### config.mk
export PLATFORM = sky130hd
export DESIGN_NAME = clint
export DESIGN_NICKNAME = d
export VERILOG_FILES = /design/src/rtl/clint_pkg.sv /design/src/rtl/clint_rtc.sv /design/src/rtl/clint.sv
export SDC_FILE = /design/constraint.sdc
export NUM_CORES = 1
export LEC_CHECK = 0
export ABC_AREA = 1
export CAP_MARGIN = 20
export CORE_UTILIZATION = 50
export CTS_BUF_LIST = sky130_fd_sc_hd__clkbuf_8
export DETAILED_ROUTE_END_ITERATION = 7
export HOLD_SLACK_MARGIN = 0.03
export PLACE_DENSITY = 0.84
export SLEW_MARGIN = 20
export SYNTH_ARGS = -nofsm -noshare
export SYNTH_HDL_FRONTEND = slang
export SYNTH_HIERARCHICAL = 1
export SYNTH_SLANG_ARGS = --single-unit
### constraint.sdc
create_clock -name clk -period 2.83 [get_ports clk]
set_input_delay 0.7075 -clock clk [delete_from_list [all_inputs] [get_ports clk]]
set_output_delay 0.7075 -clock clk [all_outputs]
set_load 0.005 [all_outputs]
### src/rtl/clint_pkg.sv
// clint_pkg: shared definitions for the core-local interruptor.
//   - register offsets of the memory map (byte offsets in the 64 KiB window)
//   - default mtime prescaler ratio and prescaler width
//   - bus FSM state type
//   - byte-lane merge helper used by every writable register
package clint_pkg;

  localparam logic [15:0] clint_msip     = 16'h0000;
  localparam logic [15:0] clint_mtimecmp = 16'h4000;
  localparam logic [15:0] clint_mtime    = 16'hBFF8;

  localparam int unsigned rtc_div_default = 1;
  // Prescaler holds 0..rtc_div-1; rtc_div tops out at 2^16.
  localparam int unsigned prescale_w      = 16;

  typedef enum logic {
    IDLE = 1'b0,
    RESP = 1'b1
  } clint_state_type;

  // Replace the byte lanes of old_val selected by wstrb with wdata.
  function automatic logic [31:0] merge_bytes(input logic [31:0] old_val,
                                              input logic [31:0] wdata,
                                              input logic [3:0]  wstrb);
    logic [31:0] res;
    res = old_val;
    for (int b = 0; b < 4; b++) begin
      if (wstrb[b]) res[8*b +: 8] = wdata[8*b +: 8];
    end
    return res;
  endfunction

endpackage

### src/rtl/clint_rtc.sv
// clint_rtc: prescaled 64-bit real-time counter (mtime).
// Ports:
//   clk, rst       - clock, synchronous active-high reset
//   wr_lo, wr_hi   - bus write strobes for mtime[31:0] / mtime[63:32]
//   wstrb, wdata   - byte strobes and data of the bus write
//   mtime          - current counter value
module clint_rtc
  import clint_pkg::*;
#(
  parameter int unsigned rtc_div = rtc_div_default
) (
  input  logic        clk,
  input  logic        rst,
  input  logic        wr_lo,
  input  logic        wr_hi,
  input  logic [3:0]  wstrb,
  input  logic [31:0] wdata,
  output logic [63:0] mtime
);

  localparam logic [prescale_w-1:0] presc_max = prescale_w'(rtc_div - 1);

  logic [prescale_w-1:0] r_presc;
  logic [63:0]           r_mtime;
  logic                  w_tick;

  assign w_tick = (r_presc == presc_max);
  assign mtime  = r_mtime;

  // Prescaler free-runs regardless of mtime writes. A write drops the
  // coincident increment entirely, so the unwritten half keeps its value.
  always_ff @(posedge clk) begin
    if (rst) begin
      r_presc <= '0;
      r_mtime <= '0;
    end else begin
      r_presc <= w_tick ? '0 : r_presc + prescale_w'(1);
      if (wr_lo || wr_hi) begin
        if (wr_lo) r_mtime[31:0]  <= merge_bytes(r_mtime[31:0], wdata, wstrb);
        if (wr_hi) r_mtime[63:32] <= merge_bytes(r_mtime[63:32], wdata, wstrb);
      end else if (w_tick) begin
        r_mtime <= r_mtime + 64'd1;
      end
    end
  end

endmodule

### src/rtl/clint.sv
// clint: core-local interruptor (msip, mtimecmp, mtime) on the core memory bus.
// Ports:
//   clk, rst                     - clock, synchronous active-high reset
//   memory_valid/instr/addr      - request strobe, fetch flag (read), byte address
//   memory_wdata, memory_wstrb   - write data and byte strobes (0 = read)
//   memory_rdata, memory_ready   - registered one-cycle response
//   soft_irpt                    - msip[0]
//   timer_irpt                   - registered mtime >= mtimecmp
module clint
  import clint_pkg::*;
#(
  parameter int unsigned rtc_div = rtc_div_default
) (
  input  logic        clk,
  input  logic        rst,
  input  logic        memory_valid,
  input  logic        memory_instr,
  input  logic [31:0] memory_addr,
  input  logic [31:0] memory_wdata,
  input  logic [3:0]  memory_wstrb,
  output logic [31:0] memory_rdata,
  output logic        memory_ready,
  output logic        soft_irpt,
  output logic        timer_irpt
);

  clint_state_type r_state;
  logic            r_msip;
  logic [63:0]     r_mtimecmp;
  logic            r_timer;
  logic            r_ready;
  logic [31:0]     r_rdata;

  logic [63:0]     w_mtime;
  logic [13:0]     w_word;
  logic            w_accept;
  logic            w_write;
  logic            w_sel_msip;
  logic            w_sel_cmp_lo;
  logic            w_sel_cmp_hi;
  logic            w_sel_time_lo;
  logic            w_sel_time_hi;
  logic [31:0]     w_rdata;
  logic            w_unused;

  // Only the word offset inside the window is decoded.
  assign w_word   = memory_addr[15:2];
  assign w_unused = ^{memory_addr[31:16], memory_addr[1:0]};

  assign w_accept = (r_state == IDLE) && memory_valid;
  // Fetches are reads even if strobes are set.
  assign w_write  = w_accept && !memory_instr && (memory_wstrb != 4'b0000);

  assign w_sel_msip    = (w_word == clint_msip[15:2]);
  assign w_sel_cmp_lo  = (w_word == clint_mtimecmp[15:2]);
  assign w_sel_cmp_hi  = (w_word == clint_mtimecmp[15:2] + 14'd1);
  assign w_sel_time_lo = (w_word == clint_mtime[15:2]);
  assign w_sel_time_hi = (w_word == clint_mtime[15:2] + 14'd1);

  clint_rtc #(
    .rtc_div (rtc_div)
  ) u_rtc (
    .clk   (clk),
    .rst   (rst),
    .wr_lo (w_write && w_sel_time_lo),
    .wr_hi (w_write && w_sel_time_hi),
    .wstrb (memory_wstrb),
    .wdata (memory_wdata),
    .mtime (w_mtime)
  );

  // Read mux on pre-edge register values; unmapped offsets read 0.
  always_comb begin
    w_rdata = '0;
    if (w_sel_msip)         w_rdata = {31'b0, r_msip};
    else if (w_sel_cmp_lo)  w_rdata = r_mtimecmp[31:0];
    else if (w_sel_cmp_hi)  w_rdata = r_mtimecmp[63:32];
    else if (w_sel_time_lo) w_rdata = w_mtime[31:0];
    else if (w_sel_time_hi) w_rdata = w_mtime[63:32];
  end

  // Bus FSM, msip/mtimecmp writes and the registered timer compare.
  always_ff @(posedge clk) begin
    if (rst) begin
      r_state    <= IDLE;
      r_ready    <= 1'b0;
      r_rdata    <= '0;
      r_msip     <= 1'b0;
      r_mtimecmp <= '1;
      r_timer    <= 1'b0;
    end else begin
      r_timer <= (w_mtime >= r_mtimecmp);
      case (r_state)
        IDLE: begin
          r_ready <= 1'b0;
          if (memory_valid) begin
            r_state <= RESP;
            r_ready <= 1'b1;
            r_rdata <= w_rdata;
          end
        end
        RESP: begin
          r_state <= IDLE;
          r_ready <= 1'b0;
        end
      endcase
      if (w_write && w_sel_msip && memory_wstrb[0]) r_msip <= memory_wdata[0];
      if (w_write && w_sel_cmp_lo)
        r_mtimecmp[31:0] <= merge_bytes(r_mtimecmp[31:0], memory_wdata, memory_wstrb);
      if (w_write && w_sel_cmp_hi)
        r_mtimecmp[63:32] <= merge_bytes(r_mtimecmp[63:32], memory_wdata, memory_wstrb);
    end
  end

  assign memory_ready = r_ready;
  assign memory_rdata = r_rdata;
  assign soft_irpt    = r_msip;
  assign timer_irpt   = r_timer;

endmodule

==> impl_metrics.tcl <==
set metrics [dict create \
    fmax_mhz 392 \
    timing.final.crit_share 0.902 \
    power.leakage_nw 6.58 \
    r2r_setup_slack_ns 0.71 \
    layout_common_cells "nand2_1, nor2_1, inv_1" \
    max-vdd-ir-drop_uv 272 \
    path_max_fanout 25 \
    std_cell_rows 56 \
    place.gp.congestion 0.989 \
    timing.rr.end "u_rtc/mtime[57]$_SDFFE_PP0P_" \
    layout_min_cycle_time_ns 2.55 \
    vias 13200 \
    cts_buffers 17 \
    path_class "primary input to flop" \
    synthTopCellsByArea "dfxtp_1, nand2_1, nor2_1" \
    synth_area_sq_mm 0.0121 \
    clock_sinks 179 \
    setup_violations 0 \
    hold_viol_final 0 \
    synth_fp_nets 2045 \
    die_y_um 157 \
    cts_buffer_depth 2 \
    post_drt_wl_per_cell_um 16.8 \
    ys_types 41 \
    synthCells 1906 \
    layout_commonest_cell "nand2_1" \
    cts-root-buf "clkbuf_8" \
    min_to "memory_rdata[23]$_SDFFE_PP0P_" \
    die_x_um 157 \
    final_core_util 0.596 \
    min_path_cells 2 \
    antenna_found_initial 0 \
    finClkSkew_ns 0.0141 \
    place.port_buffers 88 \
    drt_wl_total_um 39400 \
    timing.critical_path.mode_cell "nand2_1" \
    syn_avg_cell_area_sq_um 6.33 \
    design_area_sq_mm 0.0140 \
    ctsHtreeMaxLevel 4 \
    post_dp_cell_area_sq_mm 0.0137 \
    grt_max_degree 63 \
    postCtsHoldBufs 0 \
    nets 2157 \
    cts_tree "done" \
    dieArea_sq_mm 0.0248 \
    crit_chain "clkdlybuf4s50_1 > nand2_1 > nor3_2 > nand2_1 > nor3_1 > nor2_4 > inv_2 > nand2_1 > inv_1 > nor2_1 > a21oi_1" \
    grt_pass1_vias 11800 \
    end_kind "flop" \
    ys_seq_area_frac 0.297 \
    grt_overflow_total 0 \
    worstMarginPinSlew_ns 0.567 \
    place_worst_setup_slack_ns -0.162 \
    reg2reg_from "u_rtc/mtime[25]$_SDFFE_PP0P_" \
    max_stage_delay_ns 0.48 \
    critPathArrivalTime_ns 2.95 \
    drv_slew 0 \
    gr-usage-all-layers 0.321 \
    remaining_drc_errors 0 \
    antenna_cells 0 \
    grt_pass1_wl_um 61900 \
    ys.flop_type "dfxtp_1" \
    crit_slowest_cell "clkdlybuf4s50_1" \
    setup_slack_ns 0.279 \
    start_util 0.513 \
    slew_headroom 0.618 \
    cts_setup_buffers 0 \
    rsz0062_at_grt "false" \
    synth-edff-count 0 \
    required_ns 3.23 \
    hp-class "flop to flop" \
    power_density_mw_per_mm2 325 \
    syn_to_final_growth_pct 16.3 \
    async_flop_share 0 \
    core_region_area_sq_mm 0.0235 \
    drive_gt1_frac 0.100 \
    cts_resized 0 \
    rr_worst_depth 8 \
    yosysTopAreaCellShare 0.297 \
    vias_per_cell 5.60 \
    yosysWarnings 6 \
    drv_cap 0 \
    yosys.area.top_type "dfxtp_1" \
    yosys_register_bits 179 \
    clk_latency_ns 0.48 \
    hp-start "memory_rdata[23]$_SDFFE_PP0P_" \
    drt_iter0_drc 1555 \
    crit_path_start_kind "primary input" \
    cts.clk_slew.worst_paths_ns 0.11 \
    ant_nets 0 \
    firstDrtPassIters 6 \
    pin_count 107 \
    outcome "finished clean" \
    hpwl_um 30500 \
]
==> state kept, by name, indices dropped and copies added (netlist names) <==
signal         cells
timer_irpt         1
memory_rdata      32
r_mtimecmp        64
u_rtc/r_presc     16
u_rtc/mtime       64
memory_ready       1
soft_irpt          1
==> per-layer routing <==
metal | global-route usage | vias up | part of all wire | wire length [um]
met5 | 0 | - | 0 | 0
met3 | 0.0454 | 71 | 0.096 | 3790
met2 | 0.516 | 679 | 0.45 | 17600
met4 | 0.100 | 0 | 0.023 | 909
met1 | 0.440 | 5991 | 0.43 | 17100
li1 | - | 6410 | - | -
==> critical path, delay by kind of cell <==
family / cells / cell delay [ns]
AND/OR/NAND/NOR: 7 / 1.13
buffers and inverters: 3 / 0.97
AO/OA/AOI/OAI: 1 / 0.13
==> per-stage QoR <==
step / power [mW] / setup TNS (ns) / hold WS, ns / std cells
6_report: 4.56 / 0 / 0.471 / 2349
5_1_grt: 4.69 / 0 / 0.486 / 2349
4_1_cts: 4.57 / 0 / 0.474 / 2349
3_5_place_dp: 2.86 / -6.07 / 0.455 / 2318
3_3_place_gp: 2.86 / -2.88 / 0.444 / 2318
2_1_floorplan: 2.70 / 0 / 0.430 / 1906
==> where the power goes <==
| group | internal (mW) | total, mW | leakage, nW | switching [mW] |
|---|---|---|---|---|
| clock | 0.649 | 1.75 | 0.179 | 1.10 |
| sequential | 2.52 | 2.53 | 1.44 | 0.00775 |
| combinational | 0.122 | 0.282 | 4.96 | 0.160 |
==> worst max path at each step <==
stage / slack [ns] / to / startpoint / depth (start not counted)
global placement: -0.11 / u_rtc/mtime[9]$_SDFFE_PP0P_ / memory_addr[11] / 10
global route: 0.04 / u_rtc/mtime[3]$_SDFFE_PP0P_ / memory_addr[10] / 11
detailed placement: -0.16 / u_rtc/mtime[9]$_SDFFE_PP0P_ / memory_addr[10] / 10
finish: 0.28 / u_rtc/mtime[40]$_SDFFE_PP0P_ / memory_addr[10] / 11
CTS: 0.32 / u_rtc/mtime[4]$_SDFFE_PP0P_ / memory_addr[10] / 11
floorplan: 0.04 / u_rtc/mtime[6]$_SDFFE_PP0P_ / memory_addr[14] / 12
==> area by class of cell <==
cell class / count / area, sq um
clock buffers: 17 / 234
clock inverters: 14 / 140
fillers: 2206 / 9500
inverters: 213 / 801
multi-input cells: 1455 / 7400
flip-flops and latches: 179 / 3580
well taps: 319 / 399
repair buffers: 152 / 1490
==> cells in the mapped netlist (3+ instances only) <==
master / count
buf_2: 11
buf_6: 5
nor2_8: 4
nand2_2: 24
clkbuf_1: 34
nor2_4: 9
nand3_2: 3
o211ai_1: 32
nand2_4: 8
buf_1: 5
ha_1: 67
buf_4: 4
xnor2_1: 3
nand2_1: 476
o21ai_1: 34
nor2_1: 291
a21oi_1: 150
dfxtp_1: 179
xor2_1: 5
nor3_1: 14
or2_2: 6
inv_1: 187
o211ai_2: 8
o21a_1: 4
nor3_2: 3
o21ai_0: 122
o21bai_1: 20
inv_2: 25
nor2_2: 11
nand3_1: 130
nand4_1: 19
==> kinds of logic after synthesis <==
family / share of synthesized area
AO/OA/AOI/OAI: 0.171
XOR/XNOR: 0.00581
adder cells (fa/ha/maj): 0.0695
buffers and inverters: 0.0902
flip-flops: 0.297
AND/OR/NAND/NOR: 0.366
(Power assumes the default switching activity.)
